$ cat config.mk
export PLATFORM = sky130hd
export DESIGN_NAME = day_setter_flat
export DESIGN_NICKNAME = d
export VERILOG_FILES = /design/src/rtl/day_pkg.sv /design/src/rtl/day_setter_if.sv /design/src/rtl/btn_debounce.sv /design/src/rtl/day_setter.sv /design/src/flat_wrapper.sv
export SDC_FILE = /design/constraint.sdc
export NUM_CORES = 1
export LEC_CHECK = 0
export ABC_AREA = 1
export CAP_MARGIN = 15
export CORE_ASPECT_RATIO = 1.4
export CORE_UTILIZATION = 30
export CTS_CLUSTER_DIAMETER = 200
export CTS_CLUSTER_SIZE = 28
export DETAILED_ROUTE_END_ITERATION = 10
export GPL_TIMING_DRIVEN = 0
export HOLD_SLACK_MARGIN = 0.12
export SKIP_LAST_GASP = 1
export SLEW_MARGIN = 10
export SYNTH_ARGS = -nofsm -noshare
export SYNTH_HDL_FRONTEND = slang
export SYNTH_SLANG_ARGS = --single-unit
$ cat constraint.sdc
create_clock -name clk -period 1.35 [get_ports clk]
set_input_delay 0.27 -clock clk [delete_from_list [all_inputs] [get_ports clk]]
set_output_delay 0.27 -clock clk [all_outputs]
set_load 0.01 [all_outputs]
$ cat src/rtl/day_pkg.sv
// Shared day-of-week encodings, state enum and wrap-aware step helpers for the
// day setter and the day-display segment decoder.
package day_pkg;

  typedef logic [2:0] day_t;

  localparam day_t DAY_MON = 3'b000;
  localparam day_t DAY_TUE = 3'b001;
  localparam day_t DAY_WED = 3'b010;
  localparam day_t DAY_THU = 3'b011;
  localparam day_t DAY_FRI = 3'b100;
  localparam day_t DAY_SAT = 3'b101;
  localparam day_t DAY_SUN = 3'b110;

  localparam day_t DAY_FIRST = 3'b000;
  localparam day_t DAY_LAST  = 3'b110;

  typedef enum logic {
    RUN = 1'b0,
    SET = 1'b1
  } state_t;

  // Explicit compares keep 3'b111 unreachable from either direction.
  function automatic day_t day_inc(input day_t d);
    return (d == DAY_LAST) ? DAY_FIRST : day_t'(d + 3'd1);
  endfunction

  function automatic day_t day_dec(input day_t d);
    return (d == DAY_FIRST) ? DAY_LAST : day_t'(d - 3'd1);
  endfunction

endpackage

$ cat src/rtl/day_setter_if.sv
// User-control and display bundle of the day setter; master drives the raw
// switch/button/carry inputs, slave (the day setter) drives the display side.
interface day_setter_if;
  import day_pkg::*;

  logic set_mode;
  logic btn_up;
  logic btn_down;
  logic day_carry;
  day_t day;
  logic day_changed;
  logic blank;

  modport master (
    output set_mode, btn_up, btn_down, day_carry,
    input  day, day_changed, blank
  );

  modport slave (
    input  set_mode, btn_up, btn_down, day_carry,
    output day, day_changed, blank
  );

endinterface

$ cat src/rtl/btn_debounce.sv
// Push-button conditioning: 2-flop synchroniser, counting debouncer and a
// registered rising-edge pulse.
module btn_debounce #(
  parameter int DEBOUNCE_CYCLES = 16
) (
  input  logic clk,
  input  logic rst,
  input  logic btn,
  output logic pulse
);

  localparam int CW = (DEBOUNCE_CYCLES > 1) ? $clog2(DEBOUNCE_CYCLES) : 1;
  localparam logic [CW-1:0] CNT_LAST = CW'(DEBOUNCE_CYCLES - 1);

  if (DEBOUNCE_CYCLES < 1 || DEBOUNCE_CYCLES > 65535) begin : g_bad_param
    $error("btn_debounce: DEBOUNCE_CYCLES out of range");
  end

  logic          sync_p0;
  logic          sync_p1;
  logic          stable;
  logic          stable_d;
  logic [CW-1:0] cnt;

  always_ff @(posedge clk or posedge rst) begin
    if (rst) begin
      sync_p0  <= 1'b0;
      sync_p1  <= 1'b0;
      stable   <= 1'b0;
      stable_d <= 1'b0;
      pulse    <= 1'b0;
      cnt      <= '0;
    end else begin
      // synchroniser stage
      sync_p0  <= btn;
      sync_p1  <= sync_p0;
      // debounce stage: any cycle of agreement restarts the count
      if (sync_p1 != stable) begin
        if (cnt == CNT_LAST) begin
          stable <= sync_p1;
          cnt    <= '0;
        end else begin
          cnt <= cnt + CW'(1);
        end
      end else begin
        cnt <= '0;
      end
      // edge stage
      stable_d <= stable;
      pulse    <= stable & ~stable_d;
    end
  end

endmodule

$ cat src/rtl/day_setter.sv
// Day-of-week register: advances on midnight carry in RUN, stepped by debounced
// buttons in SET. Optional set-mode blink enabled by DAY_SETTER_BLINK_EN.
module day_setter
  import day_pkg::*;
#(
  parameter int DEBOUNCE_CYCLES = 16,
  parameter int BLINK_CYCLES    = 8
) (
  input logic         clk,
  input logic         rst,
  day_setter_if.slave bus
);

  if (BLINK_CYCLES < 1 || BLINK_CYCLES > 65535) begin : g_bad_param
    $error("day_setter: BLINK_CYCLES out of range");
  end

  logic   mode_p0;
  logic   mode_p1;
  logic   up_p;
  logic   dn_p;
  state_t state;
  day_t   day_q;
  day_t   day_nxt;
  logic   day_changed_q;
  logic   step;

  btn_debounce #(.DEBOUNCE_CYCLES(DEBOUNCE_CYCLES)) u_up (
    .clk   (clk),
    .rst   (rst),
    .btn   (bus.btn_up),
    .pulse (up_p)
  );

  btn_debounce #(.DEBOUNCE_CYCLES(DEBOUNCE_CYCLES)) u_dn (
    .clk   (clk),
    .rst   (rst),
    .btn   (bus.btn_down),
    .pulse (dn_p)
  );

  // Carry is only honoured in RUN and buttons only in SET; nothing is queued.
  always_comb begin
    step    = 1'b0;
    day_nxt = day_q;
    if (state == RUN) begin
      if (bus.day_carry) begin
        step    = 1'b1;
        day_nxt = day_inc(day_q);
      end
    end else if (up_p && !dn_p) begin
      step    = 1'b1;
      day_nxt = day_inc(day_q);
    end else if (dn_p && !up_p) begin
      step    = 1'b1;
      day_nxt = day_dec(day_q);
    end
  end

  always_ff @(posedge clk or posedge rst) begin
    if (rst) begin
      mode_p0       <= 1'b0;
      mode_p1       <= 1'b0;
      state         <= RUN;
      day_q         <= DAY_MON;
      day_changed_q <= 1'b0;
    end else begin
      mode_p0       <= bus.set_mode;
      mode_p1       <= mode_p0;
      case (state)
        RUN:     if (mode_p1)  state <= SET;
        SET:     if (!mode_p1) state <= RUN;
        default: state <= RUN;
      endcase
      day_q         <= day_nxt;
      day_changed_q <= step;
    end
  end

  assign bus.day         = day_q;
  assign bus.day_changed = day_changed_q;

`ifdef DAY_SETTER_BLINK_EN
  localparam int BW = (BLINK_CYCLES > 1) ? $clog2(BLINK_CYCLES) : 1;
  localparam logic [BW-1:0] BLINK_LAST = BW'(BLINK_CYCLES - 1);

  logic [BW-1:0] blink_cnt;
  logic          blank_q;

  // A fresh day value restarts the blink with the digit visible.
  always_ff @(posedge clk or posedge rst) begin
    if (rst) begin
      blink_cnt <= '0;
      blank_q   <= 1'b0;
    end else if (state != SET || step) begin
      blink_cnt <= '0;
      blank_q   <= 1'b0;
    end else if (blink_cnt == BLINK_LAST) begin
      blink_cnt <= '0;
      blank_q   <= ~blank_q;
    end else begin
      blink_cnt <= blink_cnt + BW'(1);
    end
  end

  assign bus.blank = blank_q;
`else
  assign bus.blank = 1'b0;
`endif

endmodule

$ cat src/flat_wrapper.sv
// flat-port wrapper written by rule: the top's interface ports become plain ports
module day_setter_flat import day_pkg::*;
#(
  parameter int DEBOUNCE_CYCLES = 16,
  parameter int BLINK_CYCLES    = 8
)
  (clk, rst, bus_set_mode, bus_btn_up, bus_btn_down, bus_day_carry, bus_day, bus_day_changed, bus_blank);
  day_setter_if bus_i ();
  input logic clk;
  input logic rst;
  input wire logic [$bits(bus_i.set_mode)-1:0] bus_set_mode;
  input wire logic [$bits(bus_i.btn_up)-1:0] bus_btn_up;
  input wire logic [$bits(bus_i.btn_down)-1:0] bus_btn_down;
  input wire logic [$bits(bus_i.day_carry)-1:0] bus_day_carry;
  output wire logic [$bits(bus_i.day)-1:0] bus_day;
  output wire logic [$bits(bus_i.day_changed)-1:0] bus_day_changed;
  output wire logic [$bits(bus_i.blank)-1:0] bus_blank;
  assign bus_i.set_mode = bus_set_mode;
  assign bus_i.btn_up = bus_btn_up;
  assign bus_i.btn_down = bus_btn_down;
  assign bus_i.day_carry = bus_day_carry;
  assign bus_day = bus_i.day;
  assign bus_day_changed = bus_i.day_changed;
  assign bus_blank = bus_i.blank;
  day_setter #(.DEBOUNCE_CYCLES(DEBOUNCE_CYCLES), .BLINK_CYCLES(BLINK_CYCLES)) u_core (.clk(clk), .rst(rst), .bus(bus_i));
endmodule
---- After elaboration in Yosys (flattened, before gate mapping) ----
Index checks and enable logic that the tools add are counted.
word-level totals
  input bits .............................. 6
  logic and storage cells ................. 55
  output and inout bits ................... 5
  register bits ........................... 25
cells by class
  reductions and logical operators ........ 9
  bitwise logic cells ..................... 4
  equal/unequal tests ..................... 6
  add/sub/neg operators ................... 4
  mux-type cells .......................... 15
operators by type and width
  cell                   count
  $mux W3                6
  $mux W4                4
  $add A4 B1 Y4 const B  2
  $eq A4 B4 Y1 const B   2
  $reduce_and A2 Y1      3
  $mux W1                5
  $add A3 B1 Y3 const B  1
  $eq A3 B3 Y1 const B   1
  $logic_not A3 Y1       1
  $ne A3 B3 Y1 const B   1
  $sub A3 B1 Y3 const B  1
  $and A1 B1 Y1          2
  $logic_and A1 B1 Y1    2
  $logic_not A1 Y1       2
  $ne A1 B1 Y1           2
  $not A1 Y1             2
  $reduce_bool A2 Y1     1

---- Logic depth before layout (Yosys ltp) ----
Gate-level depths: netlist of run 1.
  depth in word-level cells ............... 5
  gate-level depth with buffers ........... 9

---- By module ----
A second synthesis of run 1 with hierarchy kept.
unflattened totals
  cells, all modules ...................... 129
  area total of the unflattened synthesis .. 1,156.1 um^2
modules (own cells, without submodules)
  module        area each (um^2)  seq. area each (um^2)  cells each  times used
  btn_debounce  335.3             225.2                  32          2
  day_setter    485.5             175.2                  65          1

---- Worst setup path before layout of run 1 ----
Ideal clock, no wire load.
  path type ............................... register to register
  start point ............................. register u_core.day_q[0] (netlist: u_core.bus.day[0])
  end point ............................... register u_core.day_q[1] (netlist: u_core.bus.day[1])
  cell stages (with the launch flop) ...... 8
  required time ........................... 1,232 ps
  clock period less this slack ............ 1,181 ps
  arrival time ............................ 1,063 ps
  path buffers ............................ 0
  library setup time ...................... 118 ps
  path slack .............................. 169 ps
  path through ............................ dfrtp_1 inv_1 ha_1 inv_1 nand2_1 nand2_2 nor2_2 nor2_2
between the ends
  word-level cells in the longest chain between the ends .. 5
  elaborated cells on any way between the ends .. 10
  classes of those cells .................. add/sub: 2; eq/ne: 1; mux: 6; reduce/logical: 1
ends and longest elaborated chain
  what                                               RTL line          source
  from (decl)                                        day_setter.sv:23  day_t day_q;
  from (signal assigned)                             day_setter.sv:75  day_q <= day_nxt;
  $sub A3 B1 Y3 or $logic_not A3 Y1 (tied branches)  day_pkg.sv:29     return (d == DAY_FIRST) ? DAY_LAST : day_t'(d - 3'd1);
  $mux W3                                            day_pkg.sv:29
  $mux W3                                            day_setter.sv:54  end else if (dn_p && !up_p) begin
  $mux W3                                            day_setter.sv:51  end else if (up_p && !dn_p) begin
  $mux W3 (*)                                        day_setter.sv:46  if (state == RUN) begin
Mark *: on every way between the ends. The rest lies on a longest branch, timed or not. The select of a mux whose other input is x is not followed.
A chain may end at the register's enable or synchronous reset.

---- Final worst setup path of run 1 ----
  start point ............................. register u_core.day_q[0] (netlist: u_core.bus.day[0])
  end point ............................... output port bus_day[0]
RTL lines
  what       RTL line            source
  to (decl)  flat_wrapper.sv:15  output wire logic [$bits(bus_i.day)-1:0] bus_day;
No word-level cell between the ends.

==> results.yml, run 1 <==
setup_path:
  crit_fanout: 2
  worstSetupPathType: "reg2out"
  critPathArrivalTime_ns: 1.06
  cp.required_ns: 1.08
  ff2ff_setup_slack_ns: 0.06
  slowest_delay_ns: 0.39
  cp_slowest_cell: "dfrtp_1"
  worstSetupEndpointType: "output pin"
  setup.worst_path.start_class: "register"
  path_cells: "buf_4 > dlygate4sd2_1"
place:
  dp_slack_ns: -0.0999
  gp_congestion: 0.664
  dp.cells: 160
  post-dp-hpwl_um: 1190
  io_buffers: 9
min_path:
  worstHoldPathType: "reg2reg"
sta:
  fmax_mhz: 754
  setup-violations-final: 0
  maxSlewViolCount: 0
  fin_ws_ns: 0.0246
  finalCriticalPeriod_ns: 1.33
  clock_skew_ns: 0.00164
  tightest_slew_ns: 0.531
  finalCritPeriodShare_pct: 98.2
  whs_ns: 0.356
  rsz0062_at_grt: "yes"
  hold_viol: 0
  relSlewSlack_pct: 64.5
cells_and_area:
  final_util_pct: 38.0
  fill_cells: 344
  final_net_count: 143
  syn2layout_area_growth_pct: 20.6
  final_cell_mix: "24 x dfrtp_1, 22 x nor2_1, 18 x nand2_1, 11 x inv_1, 7 x ha_1"
  num_antenna_cells: 0
  stdcell_count: 168
  drive_gt1_share_pct: 14.1
  final_common_cell: "dfrtp_1"
synthesis:
  ys_seq_elements: 25
  netlist_area_um2: 1070
  yosysUniqueCellTypes: 19
  synth_warnings: 0
  ys_seq_area_share_pct: 58.2
  syn-num-nets: 125
  postSynthAreaPerCell_um2: 9.68
  syn_inst: 111
global_routing:
  grt_pass1_vias: 718
  grt_max_degree: 26
  grt_pass1_wl_um: 2820
  overflow: 0
  antenna_found_initial: 0
  grtUsageTotal_pct: 9.67
clocking:
  cts-hold-fix-buffers: 0
  cts.sinks: 25
  clk_latency_ns: 0.26
  clockBufferDepth: 2
  root_buffer: "clkbuf_8"
  ctsHtreeMaxLevel: 1
  clkTransAtPathRegs_ns: 0.08
  tritoncts: "done"
  cts_made_buffers: 3
floorplan:
  num_rows: 25
  ioPinCount: 11
  die_area_um2: 3830
  core_um2: 3410
  start_util_pct: 31.5
  die_x_um: 52.6
  die_h_um: 72.8
drt:
  wire_per_inst_um: 9.33
  routed_wl_um: 1570
  first_pass_iters: 2
  drc_errors: 0
  vias: 714
  first_iter_violations: 9
  final_antenna_net_count: 0
  vias_per_cell: 4.25
power:
  ir_worst_vdd_v: 0.000580
  power_density_nw_per_um2: 1340
  p_leak_nw: 0.672
status:
  outcome: "finished, final reports clean"
run:
  drv_cap: 0
cells by family (layout without fill, tap and decap cells):
group	count (synthesis)	count (layout)	synth area share (%)
flops	25	25	58.2
fa+ha+maj	8	8	9.31
other cells	1	1	0.349
simple gates	50	50	19.2
xor+xnor	5	5	4.08
buf+inv	18	35	6.64
compound gates	4	4	2.21
layer usage:
metal | vias up | wire, um | part of all wire, % | GRT usage [%]
li1 | 361 | - | - | -
met2 | 8 | 866 | 55 | 17.9
met5 | - | 0 | 0 | 0
met3 | 0 | 38 | 2.4 | 1.88
met4 | 0 | 0 | 0 | 3.51
met1 | 345 | 663 | 42 | 10.5
cells in the mapped netlist:
cell type  count  area (um^2)
nor2_1        22         82.6
inv_1         13         48.8
nor2_2         2         12.5
xor2_1         2         17.5
xnor2_1        3         26.3
nand2_1       18         67.6
nand2_2        1         6.26
dfrtp_1       25          626
clkinv_1       2         7.51
buf_4          1         7.51
o21ai_2        1         8.76
ha_1           8          100
nand2b_1       2         12.5
a21oi_1        2         10.0
nand3_1        4         20.0
conb_1         1         3.75
nor3_1         1         5.00
inv_2          2         7.51
o21ai_1        1         5.00
through the flow:
step	setup TNS (ns)	area [um^2]	total power [mW]
floorplan	0	1070	1.14
global placement	-0.986	1210	1.26
detailed placement	-2.47	1210	1.28
CTS	-0.0825	1280	1.76
global route	-0.0797	1300	1.86
finish	0	1300	1.74
layout make-up:
cell class	count	area, um^2	area share, %
Multi-Input combinational cell	68	380	29.3
Tap cell	40	50.0	3.86
Timing Repair Buffer	13	119	9.17
Buffer	1	7.51	0.579
Inverter	17	67.6	5.21
Sequential cell	25	627	48.4
Clock buffer	4	45.0	3.47
registers in the layout (all words and copies together) (netlist names):
| signal | count |
|---|---|
| u_core.u_dn.cnt | 4 |
| u_core.u_up.cnt | 4 |
| u_core.bus.day | 3 |
| u_core.bus.day_changed | 1 |
| u_core.mode_p0 | 1 |
| u_core.mode_p1 | 1 |
| u_core.state | 1 |
| u_core.u_dn.pulse | 1 |
| u_core.u_dn.stable | 1 |
| u_core.u_dn.stable_d | 1 |
| u_core.u_dn.sync_p0 | 1 |
| u_core.u_dn.sync_p1 | 1 |
| u_core.u_up.pulse | 1 |
| u_core.u_up.stable | 1 |
| u_core.u_up.stable_d | 1 |
| u_core.u_up.sync_p0 | 1 |
| u_core.u_up.sync_p1 | 1 |
worst max-delay path: cells and delay by family (launching register included):
| kind | cells | cell delay [ns] |
|---|---|---|
| flops | 1 | 0.39 |
| buf+inv | 2 | 0.41 |
power breakdown:
part	internal [mW]	leakage [nW]	switching, mW
registers	0.808	0.319	0.0305
clock network	0.210	0.0228	0.215
logic	0.213	0.330	0.258
what timing repair did:
item	CTS	global route
gates resized for setup	4	4
pin swaps	0	0
setup buffers	3	1
endpoints found under the setup margin	4	5
path summary, 6_finish.rpt:
path / cells past startpoint / end / startpoint
worst max-delay path: 2 / bus_day[0] / u_core.bus.day[0]
worst min-delay path: 0 / u_core.state / u_core.mode_p1
worst max register to register: 10 / u_core.bus.day[2] / u_core.bus.day[0]
worst min register to register: 0 / u_core.state / u_core.mode_p1
max in group asynchronous: 2 / u_core.bus.day[2] / rst
min in group asynchronous: 2 / u_core.bus.day[1] / rst
Power figures use the tool's default switching activity.
==> run 2: changes to the inputs <==
- CAP_MARGIN: 15 -> 20
==> results of run 2 <==
Same layout as run 1: the final DEF is identical, and so are final timing and power.
==> run 3: changes to the inputs <==
- PLACE_DENSITY: unset -> 0.56
==> results.yml, run 3 (synthesized netlist as in run 1, its figures left out) <==
global_routing:
  overflow: 0
  grt_pass1_vias: 694
  antenna_found_initial: 0
  grtUsageTotal_pct: 9.86
  grt_max_degree: 26
  grt_pass1_wl_um: 2800
sta:
  fin_setup_tns_ns: 0
  fmax_mhz: 767
  tightest_slew_ns: 0.899
  clock_skew_ns: 0.00255
  fin_ws_ns: 0.0464
  hold_viol: 0
  maxSlewViolCount: 0
  finalCritPeriodShare_pct: 96.6
  rsz0062_at_grt: "yes"
  finalCriticalPeriod_ns: 1.30
  setup-violations-final: 0
  relSlewSlack_pct: 40.0
setup_path:
  cp.required_ns: 1.08
  crit_fanout: 2
  critPathArrivalTime_ns: 1.03
  setup.worst_path.start_class: "register"
  worstSetupEndpointType: "output pin"
  worstSetupPathType: "reg2out"
clocking:
  clk_latency_ns: 0.26
  ctsHtreeMaxLevel: 1
  cts_made_buffers: 3
  root_buffer: "clkbuf_8"
  cts.sinks: 25
  clockBufferDepth: 2
  clkTransAtPathRegs_ns: 0.08
  tritoncts: "done"
floorplan:
  core_um2: 3410
  num_rows: 25
  die_h_um: 72.8
  die_x_um: 52.6
  start_util_pct: 31.5
  ioPinCount: 11
  die_area_um2: 3830
power:
  p_total_mw: 1.75
  p_leak_nw: 0.679
  power_density_nw_per_um2: 1340
  ir_worst_vdd_v: 0.000612
drt:
  vias: 700
  final_antenna_net_count: 0
  wire_per_inst_um: 8.89
  routed_wl_um: 1490
  first_iter_violations: 12
  drc_errors: 0
  vias_per_cell: 4.17
  first_pass_iters: 4
cells_and_area:
  final_cell_mix: "24 x dfrtp_1, 22 x nor2_1, 17 x nand2_1, 12 x inv_1, 7 x ha_1"
  fill_cells: 322
  num_antenna_cells: 0
  syn2layout_area_growth_pct: 21.4
  multi_input_area_um2: 393
  regArea_um2: 627
  final_common_cell: "dfrtp_1"
  final_net_count: 143
  drive_gt1_share_pct: 14.1
place:
  io_buffers: 9
  post-dp-hpwl_um: 1070
  dp_slack_ns: -0.0842
  gp_congestion: 0.705
min_path:
  worstHoldPathType: "reg2reg"
run:
  drv_cap: 0
status:
  outcome: "finished, final reports clean"
[run 3: cell count changes in the layout (fill, tap and decap cells not counted), sizes merged]
cell      change
clkinvlp      -1
inv           +1
[run 3: layout make-up]
type | count | area share, %
Sequential cell | 25 | 48.0
Multi-Input combinational cell | 68 | 30.1
Timing Repair Buffer | 13 | 9.11
Inverter | 17 | 4.89
Tap cell | 40 | 3.84
Clock buffer | 4 | 3.45
Buffer | 1 | 0.575
[run 3: stage by stage]
step	hold slack, ns	instance area, um^2	utilization [%]	std cells
finish	0.352	1310	38.3	168
global placement	0.333	1210	35.6	160
global route	0.357	1310	38.3	168
detailed placement	0.335	1210	35.6	160
floorplan	0.297	1070	-	111
CTS	0.354	1280	37.5	167
[run 3: path summary, 6_finish.rpt]
kind | from | to | slack, ns | cells after the start
setup / recovery | u_core.bus.day[0] | bus_day[0] | 0.05 | 2
hold / removal | u_core.u_up.sync_p0 | u_core.u_up.sync_p1 | 0.35 | 0
setup reg to reg | u_core.bus.day[0] | u_core.bus.day[2] | 0.07 | 10
hold reg to reg | u_core.u_up.sync_p0 | u_core.u_up.sync_p1 | 0.35 | 0
max in group asynchronous | rst | u_core.bus.day[2] | 0.24 | 2
min in group asynchronous | rst | u_core.u_up.stable_d | 0.50 | 2
[run 3: report_power, final]
part           internal, mW  leakage, nW  switching [mW]  total (mW)
registers             0.808        0.319          0.0292       0.837
clock network         0.210       0.0228           0.209       0.419
logic                 0.222        0.337           0.267       0.489
total                  1.24        0.679           0.505        1.75
[run 3: metal layers]
layer / part of all wire [%] / track usage, % / up-vias
li1: - / - / 365
met1: 45 / 12.0 / 313
met2: 49 / 15.8 / 18
met3: 3.1 / 1.88 / 4
met4: 2.2 / 6.14 / 0
met5: 0 / 0 / -
[run 3: timing repair]
item | 4_1_cts | 5_1_grt
hold buffers | 0 | 0
gates resized for setup | 4 | 5
buffers inserted | 3 | 1
endpoints found under the setup margin | 4 | 4
[run 3: worst max-delay path, cell delays in order (launching register included)]
cell	delay (ns)
dfrtp_1	0.38
buf_4	0.13
dlygate4sd2_1	0.27
==> RTL edit, RTL diff (config.mk and constraints of run 2) <==
`DEBOUNCE_CYCLES` is set to 16 in 3 places; all go to 8.
--- a/src/rtl/btn_debounce.sv
+++ b/src/rtl/btn_debounce.sv
@@ -1,7 +1,7 @@
 // Push-button conditioning: 2-flop synchroniser, counting debouncer and a
 // registered rising-edge pulse.
 module btn_debounce #(
-  parameter int DEBOUNCE_CYCLES = 16
+  parameter int DEBOUNCE_CYCLES = 8
 ) (
   input  logic clk,
   input  logic rst,
--- a/src/rtl/day_setter.sv
+++ b/src/rtl/day_setter.sv
@@ -3,7 +3,7 @@
 module day_setter
   import day_pkg::*;
 #(
-  parameter int DEBOUNCE_CYCLES = 16,
+  parameter int DEBOUNCE_CYCLES = 8,
   parameter int BLINK_CYCLES    = 8
 ) (
   input logic         clk,
--- a/src/flat_wrapper.sv
+++ b/src/flat_wrapper.sv
@@ -1,7 +1,7 @@
 // flat-port wrapper written by rule: the top's interface ports become plain ports
 module day_setter_flat import day_pkg::*;
 #(
-  parameter int DEBOUNCE_CYCLES = 16,
+  parameter int DEBOUNCE_CYCLES = 8,
   parameter int BLINK_CYCLES    = 8
 )
   (clk, rst, bus_set_mode, bus_btn_up, bus_btn_down, bus_day_carry, bus_day, bus_day_changed, bus_blank);
Behaviour: same outputs for any inputs over 10 cycles, from zero or initial values and one cycle with rst high; that may be too few to reach the edited logic, so the function may still have changed.
==> RTL edit against run 2 <==
- sequential share of layout area is 0.93 points lower
- worst hold slack lost 0.0063 ns
- via count fell by 11%
- worst setup slack better by 0.016 ns
- synthesized area decreased by 8.0%
- wire length decreased by 9.4%
- sequential cell count down 2
- fmax up 1.2%
- cell area shrank 6.2%
- first-iteration DRC count up 33%
Power is not compared: it rests on default switching activity, and its combinational part moved more than twofold at a synthesized area within 25%.
==> RTL edit: results (changes against run 2) <==
length in cells of the worst reg-to-reg path -> 8 (was 10)
first-pass GRT wire length -> 2.61 mm (was 2.82 mm)
count of cell types in the netlist -> 16 (was 19)
DR iter-0 viols -> 12 (was 9)
final worst setup slack -> 0.0402 ns (was 0.0246 ns)
1st-pass router iterations -> 2 (unchanged)
Mapped Nets -> 116 (was 125)
Worst R2R Setup Slack -> 0.10 ns (was 0.06 ns)
worst slew pin tran -> 0.818 ns (was 0.531 ns)
deepest clock path buffer count -> 2 (unchanged)
post-place setup slack -> 0.0124 ns (was -0.0999 ns)
GRT Total Usage -> 0.0974 (was 0.0967)
post-detail-place hpwl -> 1.12 mm (was 1.19 mm)
nets@finish -> 134 (was 143)
DR vias -> 632 (was 714)
CTS buffer count -> 3 (unchanged)
Synth top cells by count -> 23 x dfrtp_1, 20 x nand2_1, 17 x inv_1 (was 25 x dfrtp_1, 22 x nor2_1, 18 x nand2_1)
routed length per instance -> 9.10 um (was 9.33 um)
largest net degree at the start of global routing -> 24 (was 26)
tightest hold margin -> 0.350 ns (was 0.356 ns)
top cells by area, synth -> dfrtp_1 58%, ha_1 13%, nand2_1 7.6%, inv_1 6.5%, nor2_1 5.3% (was dfrtp_1 58%, ha_1 9.3%, nor2_1 7.7%, nand2_1 6.3%, inv_1 4.5%)
Arr. time, crit path -> 1.04 ns (was 1.06 ns)
RePlAce Congestion -> 0.791 (was 0.664)
outcome -> finished clean (unchanged)
vias in the first global route -> 658 (was 718)
sequential-to-total area share from yosys stat -> 0.582 (about the same)
Worst Skew -> 0.00172 ns (was 0.00164 ns)
-- RTL edit: worst paths after layout --
kind | end
max | bus_day[0]
min | u_core.state
max reg2reg | u_core.bus.day[1]
min reg2reg | u_core.state
max in group asynchronous | u_core.bus.day[2]
min in group asynchronous | u_core.u_dn.sync_p1
-- RTL edit: where the power goes --
part	switching [mW]	total (mW)	internal [mW]	leakage, nW
Clock	0.189	0.398	0.210	0.0228
Combinational	0.541	0.985	0.443	0.335
Sequential	0.0992	1.00	0.900	0.289
Total	0.829	2.38	1.55	0.647
-- RTL edit: critical path, cell delays in order (launching register included) --
cell and delay (ns):
dfrtp_1 0.38, buf_4 0.13, dlygate4sd2_1 0.27
-- RTL edit: layout make-up --
class | instances | area (um2)
tap | 39 | 48.8
clock buffer | 4 | 45.0
buffer | 1 | 7.51
sequential | 23 | 577
multi-input combinational | 57 | 342
fill | 335 | 1910
timing repair buffer | 13 | 123
inverter | 19 | 73.8
-- RTL edit: layer usage --
metal / global-route usage / wire length, um
met5: 0 / 0
met4: 0.0556 / 12
met3: 0.0153 / 42
met2: 0.185 / 815
met1: 0.0942 / 550
-- RTL edit: through the flow --
step                cells  cell area [um2]
global route          156             1220
CTS                   155             1190
global placement      148             1130
detailed placement    148             1130
floorplan             100              988
finish                156             1220
-- RTL edit: cell families after synthesis --
family,after synthesis,synth area share
flops,23,0.582
fa+ha+maj,10,0.127
simple gates,40,0.163
compound gates,4,0.0240
other cells,1,0.00379
xor+xnor,2,0.0177
buf+inv,20,0.0823
-- RTL edit: repair_timing --
| action | 4_1_cts | 5_1_grt |
|---|---|---|
| endpoints found under the setup margin | 4 | 4 |
| gates resized for setup | 4 | 8 |
| hold buffers | 0 | 0 |
| setup buffers | 3 | 1 |
| pin swaps | 0 | 2 |
